**src/rtl/operand_read_stage_pkg.sv**
```systemverilog
// Shared constants for the operand read stage.
//   - compare function encodings (in_cmp_fn_i)
//   - jump option bit positions (in_jmp_opt_i)
//   - helper that combines compare result with jump options
package operand_read_stage_pkg;

    localparam int REG_IDX_W = 5;

    // Compare function encodings; 3'b010 / 3'b011 are unused and yield 0.
    localparam logic [2:0] CMP_EQ  = 3'b000;
    localparam logic [2:0] CMP_NE  = 3'b001;
    localparam logic [2:0] CMP_LT  = 3'b100;
    localparam logic [2:0] CMP_GE  = 3'b101;
    localparam logic [2:0] CMP_LTU = 3'b110;
    localparam logic [2:0] CMP_GEU = 3'b111;

    // Jump option bits: {conditional, unconditional}.
    localparam int JMP_COND_BIT   = 1;
    localparam int JMP_UNCOND_BIT = 0;

    function automatic logic jump_taken(input logic cmp, input logic [1:0] opt);
        return (cmp && opt[JMP_COND_BIT]) || opt[JMP_UNCOND_BIT];
    endfunction

endpackage

```
**src/rtl/operand_read_stage_compare.sv**
```systemverilog
// Branch comparator on resolved operands.
//   i_a, i_b : operands (XLEN)
//   i_fn     : compare function
//   o_res    : compare result
module compare
    import operand_read_stage_pkg::*;
#(
    parameter int XLEN = 32
) (
    input  logic [XLEN-1:0] i_a,
    input  logic [XLEN-1:0] i_b,
    input  logic [2:0]      i_fn,
    output logic            o_res
);

    always_comb begin
        o_res = 1'b0;
        case (i_fn)
            CMP_EQ:  o_res = (i_a == i_b);
            CMP_NE:  o_res = (i_a != i_b);
            CMP_LT:  o_res = ($signed(i_a) <  $signed(i_b));
            CMP_GE:  o_res = ($signed(i_a) >= $signed(i_b));
            CMP_LTU: o_res = (i_a <  i_b);
            CMP_GEU: o_res = (i_a >= i_b);
            default: o_res = 1'b0;
        endcase
    end

endmodule

```
**src/rtl/operand_read_stage.sv**
```systemverilog
// Operand read stage: single-entry holding register between decode and
// execute. Resolves source operands from forwarding producers or the
// register file, stalls on pending producers, and computes branch outcome.
//   clk_i/rst_ni            : clock, async active-low reset
//   in_*                    : upstream instruction + valid/ready handshake
//   rs1_o/rs2_o, rs*_value_i: register-file read port (same-cycle data)
//   fwd_*                   : NUM_FWD forwarding producers (lowest index wins)
//   flush_i                 : drop the held instruction
//   out_*                   : downstream instruction + valid/ready handshake
module operand_read_stage
    import operand_read_stage_pkg::*;
#(
    parameter int XLEN    = 32,
    parameter int NUM_FWD = 2,
    parameter int CTRL_W  = 24
) (
    input  logic                      clk_i,
    input  logic                      rst_ni,
    input  logic                      in_valid_i,
    output logic                      in_ready_o,
    input  logic [XLEN-1:0]           in_pc_i,
    input  logic [XLEN-1:0]           in_imm_i,
    input  logic [4:0]                in_rs1_i,
    input  logic [4:0]                in_rs2_i,
    input  logic [4:0]                in_rd_i,
    input  logic [2:0]                in_cmp_fn_i,
    input  logic [1:0]                in_jmp_opt_i,
    input  logic                      in_src1_is_pc_i,
    input  logic                      in_src2_is_imm_i,
    input  logic [CTRL_W-1:0]         in_ctrl_i,
    output logic [4:0]                rs1_o,
    output logic [4:0]                rs2_o,
    input  logic [XLEN-1:0]           rs1_value_i,
    input  logic [XLEN-1:0]           rs2_value_i,
    input  logic [NUM_FWD-1:0]        fwd_valid_i,
    input  logic [NUM_FWD-1:0]        fwd_pending_i,
    input  logic [NUM_FWD*5-1:0]      fwd_rd_i,
    input  logic [NUM_FWD*XLEN-1:0]   fwd_data_i,
    input  logic                      flush_i,
    output logic                      out_valid_o,
    input  logic                      out_ready_i,
    output logic [XLEN-1:0]           out_pc_o,
    output logic [XLEN-1:0]           out_src1_o,
    output logic [XLEN-1:0]           out_src2_o,
    output logic [XLEN-1:0]           out_store_o,
    output logic [4:0]                out_rd_o,
    output logic [CTRL_W-1:0]         out_ctrl_o,
    output logic                      out_jmp_o
);

    logic                 r_valid;
    logic [XLEN-1:0]      r_pc;
    logic [XLEN-1:0]      r_imm;
    logic [4:0]           r_rs1;
    logic [4:0]           r_rs2;
    logic [4:0]           r_rd;
    logic [2:0]           r_cmp_fn;
    logic [1:0]           r_jmp_opt;
    logic                 r_src1_is_pc;
    logic                 r_src2_is_imm;
    logic [CTRL_W-1:0]    r_ctrl;

    logic [NUM_FWD-1:0]   w_hit1;
    logic [NUM_FWD-1:0]   w_hit2;
    logic [XLEN-1:0]      w_fwd1;
    logic [XLEN-1:0]      w_fwd2;
    logic                 w_pend1;
    logic                 w_pend2;
    logic [XLEN-1:0]      w_rs1_op;
    logic [XLEN-1:0]      w_rs2_op;
    logic                 w_hazard;
    logic                 w_cmp;
    logic                 w_accept;

    // Per-producer index match against the held source indices.
    for (genvar k = 0; k < NUM_FWD; k++) begin : g_fwd_match
        assign w_hit1[k] = fwd_valid_i[k] && (fwd_rd_i[k*5 +: 5] == r_rs1);
        assign w_hit2[k] = fwd_valid_i[k] && (fwd_rd_i[k*5 +: 5] == r_rs2);
    end

    // Walk from the highest producer down so the lowest-numbered hit wins.
    always_comb begin
        w_fwd1  = rs1_value_i;
        w_fwd2  = rs2_value_i;
        w_pend1 = 1'b0;
        w_pend2 = 1'b0;
        for (int k = NUM_FWD - 1; k >= 0; k--) begin
            if (w_hit1[k]) begin
                w_fwd1  = fwd_data_i[k*XLEN +: XLEN];
                w_pend1 = fwd_pending_i[k];
            end
            if (w_hit2[k]) begin
                w_fwd2  = fwd_data_i[k*XLEN +: XLEN];
                w_pend2 = fwd_pending_i[k];
            end
        end
    end

    // x0 is hardwired zero and never waits on a producer.
    assign w_rs1_op = (r_rs1 == 5'd0) ? '0 : w_fwd1;
    assign w_rs2_op = (r_rs2 == 5'd0) ? '0 : w_fwd2;
    assign w_hazard = ((r_rs1 != 5'd0) && w_pend1) || ((r_rs2 != 5'd0) && w_pend2);

    compare #(.XLEN(XLEN)) u_compare (
        .i_a   (w_rs1_op),
        .i_b   (w_rs2_op),
        .i_fn  (r_cmp_fn),
        .o_res (w_cmp)
    );

    assign out_valid_o = r_valid && !w_hazard && !flush_i;
    // Flush blocks acceptance so the incoming instruction is not lost.
    assign in_ready_o  = !flush_i && (!r_valid || (out_valid_o && out_ready_i));
    assign w_accept    = in_valid_i && in_ready_o;

    assign rs1_o       = r_rs1;
    assign rs2_o       = r_rs2;
    assign out_pc_o    = r_pc;
    assign out_src1_o  = r_src1_is_pc  ? r_pc  : w_rs1_op;
    assign out_src2_o  = r_src2_is_imm ? r_imm : w_rs2_op;
    assign out_store_o = w_rs2_op;
    assign out_rd_o    = r_rd;
    assign out_ctrl_o  = r_ctrl;
    assign out_jmp_o   = jump_taken(w_cmp, r_jmp_opt);

    always_ff @(posedge clk_i or negedge rst_ni) begin
        if (!rst_ni) begin
            r_valid       <= 1'b0;
            r_pc          <= '0;
            r_imm         <= '0;
            r_rs1         <= '0;
            r_rs2         <= '0;
            r_rd          <= '0;
            r_cmp_fn      <= '0;
            r_jmp_opt     <= '0;
            r_src1_is_pc  <= 1'b0;
            r_src2_is_imm <= 1'b0;
            r_ctrl        <= '0;
        end else if (flush_i) begin
            r_valid <= 1'b0;
        end else if (w_accept) begin
            r_valid       <= 1'b1;
            r_pc          <= in_pc_i;
            r_imm         <= in_imm_i;
            r_rs1         <= in_rs1_i;
            r_rs2         <= in_rs2_i;
            r_rd          <= in_rd_i;
            r_cmp_fn      <= in_cmp_fn_i;
            r_jmp_opt     <= in_jmp_opt_i;
            r_src1_is_pc  <= in_src1_is_pc_i;
            r_src2_is_imm <= in_src2_is_imm_i;
            r_ctrl        <= in_ctrl_i;
        end else if (out_valid_o && out_ready_i) begin
            r_valid <= 1'b0;
        end
    end

endmodule

```
**config.mk**
```make
export PLATFORM = sky130hd
export DESIGN_NAME = operand_read_stage
export DESIGN_NICKNAME = d
export VERILOG_FILES = /design/src/rtl/operand_read_stage_pkg.sv /design/src/rtl/operand_read_stage_compare.sv /design/src/rtl/operand_read_stage.sv
export SDC_FILE = /design/constraint.sdc
export NUM_CORES = 1
export LEC_CHECK = 0
export CAP_MARGIN = 20
export CORE_AREA = 4 4 166 168
export DETAILED_ROUTE_END_ITERATION = 6
export DIE_AREA = 0 0 170 172
export HOLD_SLACK_MARGIN = 0.03
export MAX_ROUTING_LAYER = met4
export PLACE_DENSITY = 0.63
export SLEW_MARGIN = 20
export SYNTH_ARGS = -nofsm -noshare
export SYNTH_HDL_FRONTEND = slang
export SYNTH_SLANG_ARGS = --single-unit
```
**constraint.sdc**
```tcl
create_clock -name clk_i -period 9.4 [get_ports clk_i]
set_input_delay 1.41 -clock clk_i [delete_from_list [all_inputs] [get_ports clk_i]]
set_output_delay 1.41 -clock clk_i [all_outputs]
set_load 0.005 [all_outputs]
```
Word-level counts from Yosys, hierarchy flattened
Index checks and enable logic that the tools add are counted.
{"block": "totals", "regBits": 111, "out_inout_bits": 170}
{"block": "op_classes", "eq_ne": 11, "magnitude_cmp": 4, "n_bitwise": 1, "n_reduce_logical": 25, "mux": 16}
{"operator": "32-bit two-way mux", "count": 8}
{"operator": "32-bit greater-or-equal comparator", "count": 2}
{"operator": "32-bit < comparator", "count": 2}
{"operator": "32-bit == test", "count": 1}
{"operator": "32-bit inequality test", "count": 1}
{"operator": "5-bit == test", "count": 4}
{"operator": "3-bit == test, second input constant", "count": 4}
{"operator": "1-bit logical AND", "count": 12}
{"operator": "5-bit zero test", "count": 2}
{"operator": "5-bit nonzero test", "count": 2}
{"operator": "1-bit two-way mux", "count": 7}
{"operator": "1-bit one-hot mux with 6 select lines", "count": 1}
{"operator": "3-bit by 1-bit == test with 1-bit output, second input constant", "count": 1}
{"operator": "1-bit zero test", "count": 3}
{"operator": "3-bit zero test", "count": 1}
{"operator": "1-bit logical OR", "count": 3}
{"operator": "3-bit nonzero test", "count": 1}
{"operator": "2-bit AND reduction", "count": 1}
{"operator": "1-bit inverter", "count": 1}

Longest topological paths before layout
Gate-level depths: netlist (run 1).
{"block": "depth", "word_depth": 15, "mapped_depth": 15, "mapped_depth_nobuf": 14}

Modules after synthesis
A second synthesis (run 1) with hierarchy kept.
{"block": "unflattened", "cells_unflattened": 962, "area_unflattened_um2": 8126.5}
{"module": "operand_read_stage", "area_each_um2": 7203.2, "cells_per_inst": 834, "instances": 1}
{"module": "compare", "area_each_um2": 923.4, "cells_per_inst": 128, "instances": 1}

Least setup slack after synthesis (run 1)
OpenSTA, ideal clock, no wires.
{"block": "synth_timing", "path_type": "input -> output", "start": "input port fwd_rd_i[9]", "end": "output port out_jmp_o", "path_slack_ns": 3.551, "path_buffers": 1, "path_stages": 15, "required_time_ns": 7.990, "arrival_ns": 4.439, "path_cell_list": "xnor2_1 > nand3_1 > nor3_1 > nand2_1 > buf_2 > mux2i_1 > a211o_1 > ha_1 > nand4_1 > nor4_1 > and4_1 > nand3_1 > xnor2_1 > a31o_2 > a211o_1"}
{"block": "synth_via", "elab_chain_cells": 9, "elab_cells_between_ends": 19, "cone_classes": "order compare: 4; eq/ne: 4; mux: 7; reduce/logical: 4"}
{"item": "start, declared", "line": "operand_read_stage.sv:37", "source": "input logic [NUM_FWD*5-1:0] fwd_rd_i,"}
{"item": "5-bit == test, on equally long branches", "line": "operand_read_stage.sv:77, operand_read_stage.sv:78"}
{"item": "1-bit logical AND, on equally long branches", "line": "operand_read_stage.sv:77, operand_read_stage.sv:78"}
{"item": "32-bit two-way mux, on equally long branches (2 in series)", "line": "operand_read_stage.sv:88, operand_read_stage.sv:92"}
{"item": "32-bit two-way mux, on equally long branches", "line": "operand_read_stage.sv:100, operand_read_stage.sv:101"}
{"item": "32-bit greater-or-equal comparator (tied with other cells)", "line": "operand_read_stage_compare.sv:24", "source": "CMP_GEU: o_res = (i_a >= i_b);"}
{"item": "1-bit one-hot mux with 6 select lines *", "line": "operand_read_stage_compare.sv:18", "source": "case (i_fn)"}
{"item": "1-bit logical AND *", "line": "operand_read_stage_pkg.sv:22", "source": "return (cmp && opt[JMP_COND_BIT]) || opt[JMP_UNCOND_BIT];"}
{"item": "1-bit logical OR *", "line": "operand_read_stage_pkg.sv:22"}
{"item": "end, declared", "line": "operand_read_stage.sv:48", "source": "output logic out_jmp_o"}
Mark *: on every way between the ends. The rest lies on a longest branch, timed or not.

Worst setup path after layout (run 1)
{"block": "layout_timing", "start": "input port fwd_rd_i[2]", "end": "output port out_jmp_o"}
{"block": "layout_via", "elab_chain_cells": 8, "elab_cells_between_ends": 17, "cone_classes": "order compare: 4; eq/ne: 4; mux: 5; reduce/logical: 4"}
{"item": "5-bit == test, on equally long branches", "line": "operand_read_stage.sv:77, operand_read_stage.sv:78"}
{"item": "1-bit logical AND, on equally long branches", "line": "operand_read_stage.sv:77, operand_read_stage.sv:78"}
{"item": "32-bit two-way mux, on equally long branches", "line": "operand_read_stage.sv:88, operand_read_stage.sv:92"}
{"item": "32-bit two-way mux, on equally long branches", "line": "operand_read_stage.sv:100, operand_read_stage.sv:101"}
{"item": "32-bit greater-or-equal comparator (tied with other cells)", "line": "operand_read_stage_compare.sv:24"}
{"item": "1-bit one-hot mux with 6 select lines *", "line": "operand_read_stage_compare.sv:18"}
{"item": "1-bit logical AND *", "line": "operand_read_stage_pkg.sv:22"}
{"item": "1-bit logical OR *", "line": "operand_read_stage_pkg.sv:22"}
Marks and branches as above.

==> results of run 1 <==
==> sequential cells by signal, indices dropped and copies added, names as in the netlist <==
name / count
rs1_o: 5
rs2_o: 5
r_src1_is_pc: 1
r_src2_is_imm: 1
r_cmp_fn: 3
r_valid: 1
out_pc_o: 32
r_jmp_opt: 2
out_rd_o: 5
out_ctrl_o: 24
r_imm: 32
==> area by class of cell <==
class | count | area share, %
Sequential cell | 111 | 22.5
Timing Repair Buffer | 431 | 34.8
Clock buffer | 9 | 1.82
Antenna cell | 1 | 0.0202
Inverter | 33 | 1.00
Multi-Input combinational cell | 537 | 35.8
Tap cell | 335 | 3.39
Clock inverter | 7 | 0.668
==> worst max-delay path by stage <==
stage	start	end
final	fwd_rd_i[2]	out_jmp_o
after global routing	fwd_rd_i[3]	out_jmp_o
after CTS	fwd_rd_i[2]	out_jmp_o
after detailed placement	fwd_rd_i[2]	out_jmp_o
after global placement	fwd_rd_i[6]	out_jmp_o
after floorplan	fwd_rd_i[9]	out_jmp_o
==> where the power goes <==
| group | switching [W] | total (W) | internal, W | leakage [nW] |
|---|---|---|---|---|
| combinational | 0.000318 | 0.000818 | 0.000500 | 4.09 |
| sequential | 0.0000757 | 0.000637 | 0.000561 | 1.30 |
| clock | 0.000223 | 0.000415 | 0.000192 | 0.148 |
| total | 0.000617 | 0.00187 | 0.00125 | 5.54 |
==> cell families after synthesis <==
family	after synthesis
fa+ha+maj	32
mux	207
simple gates	147
compound gates	129
xor+xnor	22
flops	111
buf+inv	82
==> worst register-to-register path: cells and delay by family (launching register included) <==
kind	cells	cell delay [ns]
AND/OR/NAND/NOR	2	1.19
flip-flops	1	0.48
AO/OA/AOI/OAI	3	1.04
multiplexers	1	0.49
XOR/XNOR	1	0.20
buffers and inverters	1	0.76
==> metrics by stage <==
| step | power [W] | instances |
|---|---|---|
| finish | 0.00187 | 1464 |
| CTS | 0.00190 | 1463 |
| floorplan | 0.000942 | 730 |
| global route | 0.00199 | 1464 |
| detailed placement | 0.00147 | 1447 |
| global placement | 0.00147 | 1447 |
==> layout by cell type (no fill, tap or decap), types with 3 or more instances in the layout <==
cell / Yosys / routed
a211o_1: 34 / 34
a211oi_1: 34 / 34
a21oi_1: 14 / 14
and4_1: 3 / 3
buf_4: 1 / 6
clkbuf_16: 0 / 9
clkdlybuf4s50_1: 0 / 425
dfrtp_1: 111 / 109
ha_1: 32 / 32
inv_1: 33 / 33
inv_8: 0 / 3
mux2_1: 100 / 100
mux2_2: 42 / 42
mux2i_1: 65 / 65
nand2_1: 46 / 44
nand3_1: 9 / 7
nand4_1: 4 / 4
nor2_1: 74 / 72
nor4_1: 4 / 4
o21ai_0: 35 / 35
xnor2_1: 11 / 11
xor2_1: 11 / 11
==> layer usage <==
metal  up-vias  GRT usage, %  wire length [um]
met5         -             -                 0
met4         0          7.57              1000
met3        49          5.49              2690
met2       307          36.3             15400
met1      3441          26.6             13400
li1       3435             -                 -
==> results.toml, run 1 <==
[synthesis]
synth-simple-area-share_pct = 8.17
synth_fp_nets = 1019
synth_cell_type_count = 37
syn_area_sq_um = 7550
ys_seq_elements = 111
netlist_top_cells_area = "dfrtp_1 (37%), mux2_1 (15%), mux2i_1 (8.6%), mux2_2 (6.3%), ha_1 (5.3%)"
synth_compound_area_share_pct = 12.1
synth_fa_ha_area_share_pct = 5.31
yosysTopAreaCellShare_pct = 36.8
synth_cells = 730
synth_flop_cell = "dfrtp_1"
synth_top_family_by_area = "multiplexers"
ys_async_sr_fraction_pct = 100
synthTopCellsByCount = "dfrtp_1 (111), mux2_1 (100), nor2_1 (74)"
synth_most_common_cell = "dfrtp_1"
synth_xor_area_share_pct = 2.55
synth-edff-count = 0
yosysWarnings = 0
yosysTopAreaCell = "dfrtp_1"
synthMuxAreaShare_pct = 29.8
yosysSeqAreaShare_pct = 36.8
synth.avg_cell_area_sq_um = 10.3

[timing]
hold_viol_final = 0
finalCritPeriodShare_pct = 82.2
max_freq_mhz = 129
hold_slack_ns = 0.488
rsz0062_at_grt = "false"
worst_slew_pin_slew_ns = 1.08
setup_ws_ns = 1.68
final.setup.tns_ns = 0
finalMaxSlewViolations = 0
finalSetupViolations = 0
fin_crit_ns = 7.72
skew_ns = 0.0106
relSlewSlack_pct = 28.0

[final_layout]
drive_above_1_share_pct = 6.74
fin_area_sq_um = 12400
syn_to_final_growth_pct = 63.8
multiInputGateArea_sq_um = 4430
fillers = 2462
final_util_pct = 47.7
regArea_sq_um = 2780
nNetsFinal = 1412

[setup_path]
r2r_cells = 8
critPathCaptureType = "primary output"
crit_fanout = 65
r2r_slack_ns = 5.14
cp_cell_sequence = "clkdlybuf4s50_1 > xor2_1 > nor4_1 > nand3_4 > a211oi_1 > ha_1 > nand4_1 > nor4_1 > and4_1 > nand3_1 > xnor2_1 > a31o_2 > a211o_1 > clkdlybuf4s50_1"
reg2reg_from = "rs2_o[2]"
cpPeakStageDelay_ns = 0.68
path_class = "input pin to primary output"
cp_num_cells = 14
cp-start-kind = "input pin"
cp_data_arrival_time_ns = 6.31
required_ns = 7.99
slowest_stage = "a211oi_1"
crit_buf_inv = 2
critPathTopFamily = "simple AND/OR/NAND/NOR gates"
r2r-end = "out_pc_o[16]"

[die]
io_pins = 427
initial_utilization_pct = 29.1
die_x_um = 170
dieArea_sq_um = 29200
row_count = 59
die-height_um = 172
core_sq_um = 25900

[route]
wire_per_inst_um = 22.2
drt-pass1-iter-count = 5
drc = 0
drt-vias-per-instance = 4.94
wirelength_um = 32500
ant_nets = 0
vias = 7232
dr.first_iter.drc_count = 322

[clocking]
htree_levels = 3
cts_inserted_buffers = 9
cts.sinks = 111
post-cts-setup-buffers = 0
cts_tree = "yes"
hold_buffers = 0
cts.path.max_buffers = 2
clkSlewWorstSetupHoldPaths_ns = 0.08
ctsResizeCount = 0
cts_root_buf = "clkbuf_16"
worstSkewPairLatency_ns = 0.36

[hold_path]
min-delay-start = "out_ctrl_o[23]"
holdPathEnd = "out_ctrl_o[23]"
hold_path_depth = 1
hp-class = "register to register"

[power]
peakVddDrop_uv = 82.5
power_density_nw_per_um2 = 151
p_leak_nw = 5.54

[placed_design]
finalWeightedCongestion = 0.893
port_buffers = 426
hpwlAfterDp_um = 25000
placed_area_sq_um = 12100
post-place-ws_ns = 1.65

[global_route]
antenna_found_initial = 1
grt_usage_pct = 22.1
grt_pass1_wl_um = 47700
grt.overflow.total = 0
grt_pass1_vias = 7717
grt_max_degree = 69

[flow_run]
maxCapViolCount = 0

[run_status]
run_status = "complete, no violations"
Note: power is estimated with default switching activity, not from simulation.
==> run 2: changes to the inputs <==
--- a/config.mk
+++ b/config.mk
@@ -6,12 +6,13 @@
 export NUM_CORES = 1
 export LEC_CHECK = 0
 export CAP_MARGIN = 20
-export CORE_AREA = 4 4 166 168
+export CORE_ASPECT_RATIO = 0.5
+export CORE_MARGIN = 4
+export CORE_UTILIZATION = 39
 export DETAILED_ROUTE_END_ITERATION = 6
-export DIE_AREA = 0 0 170 172
 export HOLD_SLACK_MARGIN = 0.03
 export MAX_ROUTING_LAYER = met4
-export PLACE_DENSITY = 0.63
+export PLACE_DENSITY = 0.82
 export SLEW_MARGIN = 20
 export SYNTH_ARGS = -nofsm -noshare
 export SYNTH_HDL_FRONTEND = slang
==> constraint.sdc (replaced) <==
create_clock -name clk_i -period 7.6 [get_ports clk_i]
set_input_delay 1.14 -clock clk_i [delete_from_list [all_inputs] [get_ports clk_i]]
set_output_delay 1.14 -clock clk_i [all_outputs]
set_load 0.005 [all_outputs]
==> run 2 against run 1 <==
Effect of this change: global-route usage rose by 6.8 points; worst hold slack improved by 0.00084 ns; sequential share of layout area rose by 0.12 points; worst setup slack got worse by 0.97 ns; core utilization rose by 18 points; register-to-register slack got worse by 1.2 ns; first-iteration DRC count rose by 39%; sequential cell count did not move; count of clock-buffer cells in the layout rose by 1; largest cell class unchanged; highest routed layer unchanged.
==> results.toml, run 2 (synthesized netlist as in run 1, its figures left out) <==
[run_status]
run_status = "complete, no violations"

[final_layout]
fin_area_sq_um = 12300
mostFrequentLayoutCells = "clkdlybuf4s50_1 (425), dfrtp_1 (110), mux2_1 (100), nor2_1 (72), mux2i_1 (65)"
drive_above_1_share_pct = 7.05
syn_to_final_growth_pct = 63.0
n_antenna_cell = 0
nNetsFinal = 1418
fin_cells = 1393
final_util_pct = 65.8
final_common_cell = "clkdlybuf4s50_1"

[power]
power_density_nw_per_um2 = 186
p_leak_nw = 5.56
peakVddDrop_uv = 128

[timing]
finalCritPeriodShare_pct = 90.7
skew_ns = 0.00720
hold_viol_final = 0
worst_slew_pin_slew_ns = 0.991
final.setup.tns_ns = 0
setup_ws_ns = 0.709
fin_crit_ns = 6.89
relSlewSlack_pct = 33.8
finalSetupViolations = 0
rsz0062_at_grt = "false"
finalMaxSlewViolations = 0
max_freq_mhz = 145

[route]
vias = 7445
ant_nets = 0
drt-vias-per-instance = 5.34
wirelength_um = 31700
dr.first_iter.drc_count = 447
wire_per_inst_um = 22.7
drc = 0
drt-pass1-iter-count = 5

[die]
die_x_um = 205
io_pins = 427
die-height_um = 106
row_count = 35
core_sq_um = 18700
initial_utilization_pct = 40.4
dieArea_sq_um = 21800

[clocking]
htree_levels = 3
post-cts-setup-buffers = 0
cts_tree = "yes"
cts.sinks = 111
cts_inserted_buffers = 9
clkSlewWorstSetupHoldPaths_ns = 0.08
cts.path.max_buffers = 2
ctsResizeCount = 0
hold_buffers = 0
worstSkewPairLatency_ns = 0.36
cts_root_buf = "clkbuf_16"

[setup_path]
cp_cell_sequence = "clkdlybuf4s50_1 > xnor2_1 > nand2_1 > nor2_1 > nand2_2 > buf_4 > mux2i_1 > a211oi_1 > ha_1 > nand4_1 > nor4_1 > and4_1 > nand3_1 > xnor2_1 > a31o_2 > a211o_1 > clkdlybuf4s50_1"
crit_buf_inv = 3
slowest_stage = "clkdlybuf4s50_1"
cp_data_arrival_time_ns = 5.75
critPathTopFamily = "simple AND/OR/NAND/NOR gates"
r2r-end = "out_pc_o[10]"
reg2reg_from = "rs2_o[3]"
crit_fanout = 21
required_ns = 6.46
critPathCaptureType = "primary output"
path_class = "input pin to primary output"
cp-start-kind = "input pin"
cpPeakStageDelay_ns = 0.51
r2r_cells = 6
r2r_slack_ns = 3.98

[placed_design]
finalWeightedCongestion = 0.937
post-place-ws_ns = 0.734
port_buffers = 426
placed_area_sq_um = 12000
hpwlAfterDp_um = 25200
dp_cells = 1377

[hold_path]
hold_path_depth = 1
min-delay-start = "out_ctrl_o[15]"
holdPathEnd = "out_ctrl_o[15]"
hp-class = "register to register"

[global_route]
grt.overflow.total = 0
grt_usage_pct = 28.9
grt_pass1_vias = 7767
grt_pass1_wl_um = 46800
antenna_found_initial = 0
grt_max_degree = 87

[flow_run]
maxCapViolCount = 0
## run 2: report_power, final
| part | internal (W) | switching (W) |
|---|---|---|
| Combinational | 0.000620 | 0.000390 |
| Clock | 0.000232 | 0.000251 |
| Sequential | 0.000694 | 0.000105 |
## run 2: how the worst max path moves through the flow
stage,start,end,slack (ns),depth (start not counted)
finish,fwd_rd_i[6],out_jmp_o,0.71,17
CTS,fwd_rd_i[6],out_jmp_o,0.71,17
floorplan,fwd_rd_i[9],out_jmp_o,2.29,15
global route,fwd_rd_i[6],out_jmp_o,0.39,17
detailed placement,fwd_rd_i[6],out_jmp_o,0.73,17
global placement,fwd_rd_i[9],out_jmp_o,0.82,17
## run 2: layout make-up
type | instances | area, sq um
clock buffer | 10 | 229
clock inverter | 6 | 66.3
fill | 1523 | 6390
inverter | 33 | 124
multi-input combinational | 537 | 4410
sequential | 111 | 2780
tap | 259 | 324
timing repair buffer | 437 | 4370
## run 2: through the flow
stage | total power, W | hold WS [ns]
floorplan | 0.00117 | 0.452
global placement | 0.00180 | 0.467
detailed placement | 0.00182 | 0.474
CTS | 0.00230 | 0.493
global route | 0.00241 | 0.508
finish | 0.00229 | 0.489
## run 2: worst reg2reg max path, stage by stage (launching register included)
cell and delay, ns:
dfrtp_1 0.45, or4_1 0.59, nor2_4 0.77, o221ai_2 0.36, a211oi_4 0.38, buf_12 0.43, mux2_1 0.51
## run 2: routing by layer
metal  track usage, %  part of all wire (%)
met1             35.9                    41
met2             48.1                    50
met3             5.70                   5.6
met4             8.93                   3.3
met5                -                     0
